### src/rtl/oled_frame_streamer.sv
// SPI master for a 128x64 SSD1306 OLED: panel reset, init command ROM, then an endless
// loop of address-window commands followed by a 1024-byte frame fetched from an external source.
module oled_frame_streamer #(
    parameter int CLK_DIV        = 2,
    parameter int RESET_CYCLES   = 27000,
    parameter int POWERUP_CYCLES = 27000
) (
    input  logic       clk,
    input  logic       rst_n,
    input  logic [7:0] data_to_send,
    output logic [9:0] byte_counter,
    output logic       oled_sclk,
    output logic       oled_mosi,
    output logic       oled_cs_n,
    output logic       oled_dc,
    output logic       oled_rst_n,
    output logic       init_done,
    output logic       frame_done
);
    localparam int WAIT_MAX = (RESET_CYCLES > POWERUP_CYCLES) ? RESET_CYCLES : POWERUP_CYCLES;
    localparam int WW       = $clog2(WAIT_MAX + 1);
    localparam int DW       = (CLK_DIV > 1) ? $clog2(CLK_DIV) : 1;

    typedef enum logic [2:0] {S_PANEL_RST, S_POWERUP, S_INIT, S_ADDR, S_FRAME} state_t;
    typedef enum logic [1:0] {P_LOAD0, P_LOAD1, P_BITS} phase_t;

    state_t        state_reg, state_next;
    phase_t        phase_reg, phase_next;
    logic [WW-1:0] wait_cnt_reg, wait_cnt_next;
    logic [DW-1:0] div_cnt_reg, div_cnt_next;
    logic          half_reg, half_next;
    logic [2:0]    bit_cnt_reg, bit_cnt_next;
    logic [9:0]    idx_reg, idx_next;
    logic [7:0]    shift_reg, shift_next;
    logic          sclk_reg, sclk_next;
    logic          mosi_reg, mosi_next;
    logic          cs_n_reg, cs_n_next;
    logic          dc_reg, dc_next;
    logic          panel_rst_n_reg, panel_rst_n_next;
    logic [9:0]    byte_counter_reg, byte_counter_next;
    logic          init_done_reg, init_done_next;
    logic          frame_done_reg, frame_done_next;

    logic [4:0]    rom_addr;
    logic [7:0]    load_byte;
    logic [9:0]    last_idx;

    // Init sequence occupies entries 0..24, address window 25..30.
    function automatic logic [7:0] rom_lookup(input logic [4:0] a);
        case (a)
            5'd0:  rom_lookup = 8'hAE;  5'd1:  rom_lookup = 8'hD5;  5'd2:  rom_lookup = 8'h80;
            5'd3:  rom_lookup = 8'hA8;  5'd4:  rom_lookup = 8'h3F;  5'd5:  rom_lookup = 8'hD3;
            5'd6:  rom_lookup = 8'h00;  5'd7:  rom_lookup = 8'h40;  5'd8:  rom_lookup = 8'h8D;
            5'd9:  rom_lookup = 8'h14;  5'd10: rom_lookup = 8'h20;  5'd11: rom_lookup = 8'h00;
            5'd12: rom_lookup = 8'hA1;  5'd13: rom_lookup = 8'hC8;  5'd14: rom_lookup = 8'hDA;
            5'd15: rom_lookup = 8'h12;  5'd16: rom_lookup = 8'h81;  5'd17: rom_lookup = 8'hCF;
            5'd18: rom_lookup = 8'hD9;  5'd19: rom_lookup = 8'hF1;  5'd20: rom_lookup = 8'hDB;
            5'd21: rom_lookup = 8'h40;  5'd22: rom_lookup = 8'hA4;  5'd23: rom_lookup = 8'hA6;
            5'd24: rom_lookup = 8'hAF;  5'd25: rom_lookup = 8'h21;  5'd26: rom_lookup = 8'h00;
            5'd27: rom_lookup = 8'h7F;  5'd28: rom_lookup = 8'h22;  5'd29: rom_lookup = 8'h00;
            5'd30: rom_lookup = 8'h07;
            default: rom_lookup = 8'h00;
        endcase
    endfunction

    assign rom_addr = (state_reg == S_ADDR) ? (5'd25 + idx_reg[4:0]) : idx_reg[4:0];

    always_comb begin
        last_idx = 10'd1023;
        if (state_reg == S_INIT) last_idx = 10'd24;
        else if (state_reg == S_ADDR) last_idx = 10'd5;
    end

    always_ff @(posedge clk or negedge rst_n) begin
        if (!rst_n) begin
            state_reg        <= S_PANEL_RST;
            phase_reg        <= P_LOAD0;
            wait_cnt_reg     <= '0;
            div_cnt_reg      <= '0;
            half_reg         <= 1'b0;
            bit_cnt_reg      <= '0;
            idx_reg          <= '0;
            shift_reg        <= '0;
            sclk_reg         <= 1'b0;
            mosi_reg         <= 1'b0;
            cs_n_reg         <= 1'b1;
            dc_reg           <= 1'b0;
            panel_rst_n_reg  <= 1'b0;
            byte_counter_reg <= '0;
            init_done_reg    <= 1'b0;
            frame_done_reg   <= 1'b0;
        end else begin
            state_reg        <= state_next;
            phase_reg        <= phase_next;
            wait_cnt_reg     <= wait_cnt_next;
            div_cnt_reg      <= div_cnt_next;
            half_reg         <= half_next;
            bit_cnt_reg      <= bit_cnt_next;
            idx_reg          <= idx_next;
            shift_reg        <= shift_next;
            sclk_reg         <= sclk_next;
            mosi_reg         <= mosi_next;
            cs_n_reg         <= cs_n_next;
            dc_reg           <= dc_next;
            panel_rst_n_reg  <= panel_rst_n_next;
            byte_counter_reg <= byte_counter_next;
            init_done_reg    <= init_done_next;
            frame_done_reg   <= frame_done_next;
        end
    end

    always_comb begin
        state_next        = state_reg;
        phase_next        = phase_reg;
        wait_cnt_next     = wait_cnt_reg;
        div_cnt_next      = div_cnt_reg;
        half_next         = half_reg;
        bit_cnt_next      = bit_cnt_reg;
        idx_next          = idx_reg;
        shift_next        = shift_reg;
        sclk_next         = sclk_reg;
        mosi_next         = mosi_reg;
        cs_n_next         = cs_n_reg;
        dc_next           = dc_reg;
        panel_rst_n_next  = panel_rst_n_reg;
        byte_counter_next = byte_counter_reg;
        init_done_next    = init_done_reg;
        frame_done_next   = 1'b0;
        load_byte         = (state_reg == S_FRAME) ? data_to_send : rom_lookup(rom_addr);

        case (state_reg)
            S_PANEL_RST: begin
                if (wait_cnt_reg == WW'(RESET_CYCLES - 1)) begin
                    wait_cnt_next    = '0;
                    panel_rst_n_next = 1'b1;
                    state_next       = S_POWERUP;
                end else begin
                    wait_cnt_next = wait_cnt_reg + 1'b1;
                end
            end
            S_POWERUP: begin
                if (wait_cnt_reg == WW'(POWERUP_CYCLES - 1)) begin
                    wait_cnt_next = '0;
                    cs_n_next     = 1'b0;
                    state_next    = S_INIT;
                    phase_next    = P_LOAD0;
                    idx_next      = '0;
                end else begin
                    wait_cnt_next = wait_cnt_reg + 1'b1;
                end
            end
            default: begin
                case (phase_reg)
                    P_LOAD0: phase_next = P_LOAD1;
                    P_LOAD1: begin
                        // Source data has had one full clk to settle since byte_counter moved.
                        shift_next   = load_byte;
                        mosi_next    = load_byte[7];
                        phase_next   = P_BITS;
                        div_cnt_next = '0;
                        half_next    = 1'b0;
                        bit_cnt_next = '0;
                    end
                    default: begin
                        if (div_cnt_reg == DW'(CLK_DIV - 1)) begin
                            div_cnt_next = '0;
                            if (!half_reg) begin
                                sclk_next = 1'b1;
                                half_next = 1'b1;
                            end else begin
                                sclk_next = 1'b0;
                                half_next = 1'b0;
                                if (bit_cnt_reg == 3'd7) begin
                                    phase_next = P_LOAD0;
                                    if (idx_reg == last_idx) begin
                                        idx_next = '0;
                                        if (state_reg == S_INIT) begin
                                            state_next     = S_ADDR;
                                            init_done_next = 1'b1;
                                        end else if (state_reg == S_ADDR) begin
                                            state_next = S_FRAME;
                                        end else begin
                                            state_next      = S_ADDR;
                                            frame_done_next = 1'b1;
                                        end
                                    end else begin
                                        idx_next = idx_reg + 10'd1;
                                    end
                                    // byte_counter/dc settle as the next LOAD begins, giving the source its full latency.
                                    dc_next = (state_next == S_FRAME);
                                    if (state_next == S_FRAME) byte_counter_next = idx_next;
                                end else begin
                                    bit_cnt_next = bit_cnt_reg + 3'd1;
                                    shift_next   = {shift_reg[6:0], 1'b0};
                                    mosi_next    = shift_reg[6];
                                end
                            end
                        end else begin
                            div_cnt_next = div_cnt_reg + 1'b1;
                        end
                    end
                endcase
            end
        endcase
    end

    assign byte_counter = byte_counter_reg;
    assign oled_sclk    = sclk_reg;
    assign oled_mosi    = mosi_reg;
    assign oled_cs_n    = cs_n_reg;
    assign oled_dc      = dc_reg;
    assign oled_rst_n   = panel_rst_n_reg;
    assign init_done    = init_done_reg;
    assign frame_done   = frame_done_reg;
endmodule

### config.mk
export PLATFORM = sky130hd
export DESIGN_NAME = oled_frame_streamer
export DESIGN_NICKNAME = d
export VERILOG_FILES = /design/src/rtl/oled_frame_streamer.sv
export SDC_FILE = /design/constraint.sdc
export NUM_CORES = 1
export LEC_CHECK = 0
export CORE_MARGIN = 2
export CORE_UTILIZATION = 29
export DETAILED_ROUTE_END_ITERATION = 10
export SLEW_MARGIN = 25
export SYNTH_ARGS = -nofsm -noshare
export SYNTH_HDL_FRONTEND = slang
export SYNTH_SLANG_ARGS = --single-unit
### constraint.sdc
create_clock -name clk -period 2.75 [get_ports clk]
set_input_delay 0.55 -clock clk [delete_from_list [all_inputs] [get_ports clk]]
set_output_delay 0.55 -clock clk [all_outputs]
set_load 0.01 [all_outputs]
== Yosys cells after proc, flatten, opt, wreduce, memory -nomap -nowiden ==
Memories as Yosys holds them, arrays and structs flattened.
Cells that the tools add are included.

* $mul: 0
* Order comparisons: 0
* Shifts and indexed selects: 0
* Divide/modulo/power cells: 0
* $add $sub $neg: 5
* Eq/ne operators: 14
* Reduce and logical (&&, ||, !) cells: 27
* Muxes and demuxes: 58
* Bitwise logic cells: 4

{| class="wikitable"
|+ Operators with widths
! operator !! count
|-
| 10-bit 2-to-1 mux || 8
|-
| 3-bit 2-to-1 mux || 17
|-
| 7-bit 2-to-1 mux || 3
|-
| 10-bit one-hot mux with 2 select lines || 1
|-
| 6-bit AND reduction || 3
|-
| 15-bit by 1-bit adder with 15-bit output, second input constant || 1
|-
| 15-bit == test, second input constant || 1
|-
| 15-bit 2-to-1 mux || 1
|-
| 5-bit AND reduction || 3
|-
| 1-bit 2-to-1 mux || 14
|-
| 7-bit one-hot mux with 2 select lines || 1
|-
| 3-bit one-hot mux with 2 select lines || 2
|-
| 4-bit nonzero test || 3
|-
| 10-bit by 1-bit adder with 10-bit output, second input constant || 1
|-
| 10-bit == test || 1
|-
| 2-bit nonzero test || 5
|-
| 3-bit == test, second input constant || 3
|-
| 3-bit nonzero test || 3
|-
| 2-bit 2-to-1 mux || 4
|-
| 8-bit 2-to-1 mux || 1
|-
| 2-bit one-hot mux with 2 select lines || 2
|-
| 7-bit AND reduction || 1
|-
| 3-bit by 2-bit == test with 1-bit output, second input constant || 2
|-
| 1-bit one-hot mux with 2 select lines || 3
|-
| 15 further kinds || 24
|}

* Flip-flop bits (word level): 59
* RAM bits: 0
* Memory bits (read-only): 256
* Bits in latches: 0
* Input port bits: 10
* Word-level logic and storage cells: 125
* Memories: 1
* Output and inout bits: 17

{| class="wikitable"
|+ Memories
! name !! depth !! width !! read ports !! clocked after Yosys merged registers in !! wr ports !! line !! RTL
|-
| (name not given) || 32 || 8 || 1 || 0 || 0 || 50 || <nowiki>case (a)</nowiki>
|}

== Longest topological paths before layout ==
* Word-level depth: 15
* Mapped depth: 10
* Gate-level depth less buffers: 9

== Worst setup path before layout ==
No wires, ideal clock.

* Kind: register to register
* From: reg idx_reg[0]
* To: reg mosi_reg (netlist: oled_mosi)
* Data arrival time: 2.326 ns
* Data required time: 2.614 ns
* Buffers on the path: 3
* Library setup time: 0.136 ns
* Slack: 0.288 ns
* Period minus slack after synthesis: 2.462 ns
* Cell stages (with the launch flop): 11
* Path through: dfrtp_1 -> ha_1 -> clkbuf_1 -> and2_1 -> clkbuf_1 -> or3_1 -> xnor2_1 -> clkbuf_1 -> o21ai_0 -> a221oi_1 -> o21ai_0

* Cells in the longest elaborated chain, start to end: 5

{| class="wikitable"
|+ RTL lines
! what !! line !! RTL
|-
| start, declared || 33 || <nowiki>logic [9:0] idx_reg, idx_next;</nowiki>
|-
| start signal, assigned || 99 || <nowiki>idx_reg <= idx_next;</nowiki>
|-
| 5-bit adder || 66 || <nowiki>assign rom_addr = (state_reg == S_ADDR) ? (5'd25 + idx_reg[4:0]) : idx_reg[4:0];</nowiki>
|-
| 5-bit 2-to-1 mux * || 66 ||
|-
| memory read 32 x 8 bit * || n/a ||
|-
| 8-bit 2-to-1 mux * || 129 || <nowiki>load_byte = (state_reg == S_FRAME) ? data_to_send : rom_lookup(rom_addr);</nowiki>
|-
| 1-bit one-hot mux with 2 select lines * || 153 || <nowiki>case (phase_reg)</nowiki>
|-
| end signal, assigned || 102 || <nowiki>mosi_reg <= mosi_next;</nowiki>
|-
| end, declared || 36 || <nowiki>logic mosi_reg, mosi_next;</nowiki>
|}

Every way passes the cells marked *; elsewhere a longest branch is shown, timed or not.
A chain may end at the register's enable or synchronous reset.

== Worst setup path in the final report ==
* From: reg state_reg[2]
* To: reg shift_reg[5]

* Cells in the longest elaborated chain, start to end: 5
* Elaborated cells on any way between the ends: 11
* Those cells by class: 3 x eq/ne; 3 x mux; 1 x bitwise; 3 x reduce/logical; 1 x memory

{| class="wikitable"
|+ RTL lines
! what !! line !! RTL
|-
| start, declared || 27 || <nowiki>state_t state_reg, state_next;</nowiki>
|-
| start signal, assigned || 93 || <nowiki>state_reg <= state_next;</nowiki>
|-
| 3-bit by 2-bit == test with 1-bit output || 66 ||
|-
| 5-bit 2-to-1 mux || 66 ||
|-
| memory read 32 x 8 bit || n/a ||
|-
| 8-bit 2-to-1 mux || 129 ||
|-
| 7-bit one-hot mux with 2 select lines || 153 ||
|-
| end signal, assigned || 100 || <nowiki>shift_reg <= shift_next;</nowiki>
|-
| end, declared || 34 || <nowiki>logic [7:0] shift_reg, shift_next;</nowiki>
|}

Parallel ways exist; a longest one is shown, timed or not.

==> impl_metrics.csv <==
group,metric,value,unit
status,status,"completed",
yosys,syn_avg_cell_area,8.68,µm²
yosys,async_flop_share,100,%
yosys,yosysSeqAreaShare,39.0,%
clock_tree,cts_root_buf,"clkbuf_16",
placement,dp_hpwl,7.36,mm
timing,max-slew-margin-rel,49.2,%
power_and_ir_drop,pwr_density_cell,434,mW/mm²
placement,gp_congestion,0.893,
flow_run,drv_cap,0,
drt,avgRoutedWirePerCell,15.3,µm
critical_path,rrSetupSlack,0.17,ns
timing,hold_viol_final,0,
timing,fin_crit_sh,93.9,%
power_and_ir_drop,p_comb_share,1.5,%
yosys,ys_warn_count,0,
drt,num_vias,3499,
critical_path,setup.worst_path.start,"state_reg[2]",
finish,syn_to_final_growth,23.1,%
drt,first_pass_iters,5,
yosys,synth_top_family_by_area,"simple AND/OR/NAND/NOR gates",
clock_tree,clock_path_buffers,2,
power_and_ir_drop,irDropWorstVdd,0.255,mV
critical_path,r2r_start,"state_reg[2]",
power_and_ir_drop,total_power,2.03,mW
timing,tns,0,ns
timing,skew,0.00908,ns
critical_path,reg2reg_depth,8,
drt,routed_wl,9.96,mm
power_and_ir_drop,p_seq_share,42.9,%
yosys,yosys.area_share.xor_xnor,6.13,%
yosys,synthCells,437,
floorplan,core-area,0.0127,mm²
yosys,syn-cell-area,0.00379,mm²
drt,ant_nets,0,
timing,worst_slew_pin_slew,0.762,ns
critical_path,path_class,"register to register",
clock_tree,cts_buffers,9,
global_route,grt_pass1_wl,16.7,mm
timing,setup_viol,0,
floorplan,rows,41,
floorplan,die_area,0.0140,mm²
yosys,synth-edff-count,0,
clock_tree,hold_buffers,0,
critical_path,startpoint_type,"register",
yosys,synth_cell_types,65,
finish,diodes,0,
yosys,synth_compound_area_share,21.5,%
critical_path,worstReg2RegEnd,"shift_reg[5]",
power_and_ir_drop,cellInternalPower,1.63,mW
critical_path,cp.arrival,2.84,ns
critical_path,worstSetupEndpointType,"register",
drt,drc,0,
finish,layout-drive-gt1-share,12.3,%
timing,period_minus_slack,2.58,ns
finish,fin_nets,497,
power_and_ir_drop,pwr-share-clk,55.6,%
yosys,synth_nets,458,
floorplan,chipHeight,118,µm
global_route,grt_usage,14.6,%
clock_tree,clkLatencyLatePin,0.33,ns
critical_path,endpoint,"shift_reg[5]",
yosys,ys_seq_elements,59,
finish,largest_reg_flops,15,
hold_path,hp-class,"input port to asynchronous set/reset pin",
power_and_ir_drop,power_leakage,2.02,nW
clock_tree,cts_tree,"yes",
yosys,yosys.area_share.simple,22.4,%
drt,vias_per_cell,5.37,
clock_tree,clock_sinks,59,
clock_tree,post_cts_buffers,0,
floorplan,pin_count,27,
global_route,grt-ovfl-total,0,
timing,slew_violations,0,
global_route,antenna_found_initial,0,
finish,fill_cells,1301,
clock_tree,clkTransAtPathRegs,0.05,ns
floorplan,start_util,29.9,%
placement,io_buffer_count,26,
drt,drtIter0Drc,311,
yosys,synthMuxAreaShare,3.36,%
critical_path,cp.required,3.01,ns
yosys,ys.flop_type,"dfrtp_1",
clock_tree,cts_htree_levels,3,
critical_path,cp_max_fo,11,
timing,rsz0062_at_grt,"false",
clock_tree,post_cts_resized,0,
power_and_ir_drop,netSwitchingFraction,19.8,%
power_and_ir_drop,switchingPower,0.401,mW
global_route,grt_max_degree,23,
timing,fmax,387,MHz
yosys,synthAdderAreaFrac,3.63,%
global_route,grt_pass1_vias,3399,
floorplan,die_w,118,µm
==> worst max-delay path, cell delays in order (launching register included) <==
cell and delay, ns:
dfrtp_1 0.45, nand3b_1 0.36, buf_4 0.25, or3_1 0.38, xnor2_1 0.14, buf_4 0.18
a2111oi_0 0.53, nand2_1 0.13, nand3_1 0.09
==> cells in the mapped netlist, drive strengths merged, types with 5 or more instances <==
cell / number / area share, %
o31ai: 9 / 1.8
xor2: 6 / 1.4
inv: 7 / 0.69
and2: 7 / 1.2
nand2: 60 / 5.9
xnor2: 18 / 4.2
o21ai: 48 / 6.4
nand2b: 5 / 0.82
nor2: 36 / 3.6
or3: 6 / 0.99
dfrtp: 58 / 38
a21oi: 24 / 3.2
buf: 6 / 1.1
clkbuf: 22 / 2.2
mux2: 6 / 2.0
nand4: 8 / 1.3
a22o: 6 / 1.4
nor3: 6 / 0.79
and3: 9 / 1.5
ha: 11 / 3.6
nand3: 16 / 2.1
==> cell type report <==
type | count | area [µm²] | area share [%]
clock buffer | 13 | 260 | 5.57
clock inverter | 2 | 35.0 | 0.750
inverter | 8 | 30.0 | 0.643
multi-input combinational | 342 | 2170 | 46.5
sequential | 59 | 1480 | 31.6
tap | 172 | 215 | 4.61
timing repair buffer | 56 | 480 | 10.3
==> worst min path at each step <==
stage / endpoint / slack (ns) / depth (start not counted)
after floorplan: bit_cnt_reg[0] / 0.25 / 0
after global routing: byte_counter[5] / 0.22 / 1
after detailed placement: oled_rst_n / 0.47 / 2
final: byte_counter[9] / 0.18 / 1
after global placement: oled_rst_n / 0.47 / 2
after CTS: byte_counter[2] / 0.18 / 1
==> per-stage QoR <==
stage / utilization, % / setup WS [ns] / hold WS (ns) / std cells / instance area, µm²
after global placement: 34.5 / 0.259 / 0.472 / 637 / 4370
after detailed placement: 34.5 / 0.162 / 0.470 / 637 / 4370
final: 36.9 / 0.168 / 0.179 / 652 / 4670
after CTS: 36.8 / 0.145 / 0.185 / 652 / 4660
after global routing: 36.9 / 0.0133 / 0.220 / 652 / 4670
after floorplan: - / 0.288 / 0.254 / 437 / 3790
==> per-layer routing <==
layer	vias up	GRT usage [%]	share of wire (%)
met5	-	0	0
met4	0	6.18	1.9
met3	15	2.22	3.9
met2	124	23.7	48
met1	1699	19.3	46
li1	1661	-	-
==> power groups by stage <==
stage / combinational, mW / clock (mW) / sequential (mW)
after detailed placement: 0.0326 / 0 / 0.884
after CTS: 0.0325 / 1.14 / 0.869
after global placement: 0.0320 / 0 / 0.884
after floorplan: 0.0000502 / 0 / 0.884
final: 0.0309 / 1.13 / 0.869
after global routing: 0.0360 / 1.18 / 0.869
==> cells in the final DEF, fill, tap and decap left out, types with 3 or more instances in the layout <==
cell type | netlist | final
xnor2_1 | 18 | 17
buf_4 | 0 | 30
mux2i_1 | 3 | 3
o31ai_1 | 9 | 9
nand2_1 | 60 | 60
inv_1 | 7 | 7
o211ai_1 | 3 | 3
dfrtp_1 | 58 | 58
nor2_1 | 36 | 36
a311oi_1 | 4 | 4
a221oi_1 | 3 | 3
nand4_1 | 8 | 8
mux2_2 | 4 | 4
a21oi_1 | 24 | 24
nand3_1 | 16 | 16
and2_1 | 6 | 6
clkdlybuf4s50_1 | 0 | 25
nand2b_1 | 5 | 5
o21ai_0 | 46 | 46
a211o_1 | 3 | 3
xor2_1 | 6 | 6
clkbuf_16 | 0 | 9
nor2b_1 | 3 | 3
and3_1 | 9 | 9
or3_1 | 6 | 6
nor3_1 | 6 | 6
a31oi_1 | 3 | 3
ha_1 | 11 | 11
a22o_1 | 6 | 6
==> kinds of logic (layout without fill, tap and decap cells) <==
family                   count (synthesis)  in the layout
AND/OR/NAND/NOR                        173            173
AO/OA/AOI/OAI                          123            123
flip-flops                              59             59
buffers and inverters                   36             79
XOR/XNOR                                25             25
adder cells (fa/ha/maj)                 11             11
multiplexers                            10             10
Power figures use the tool's default switching activity.
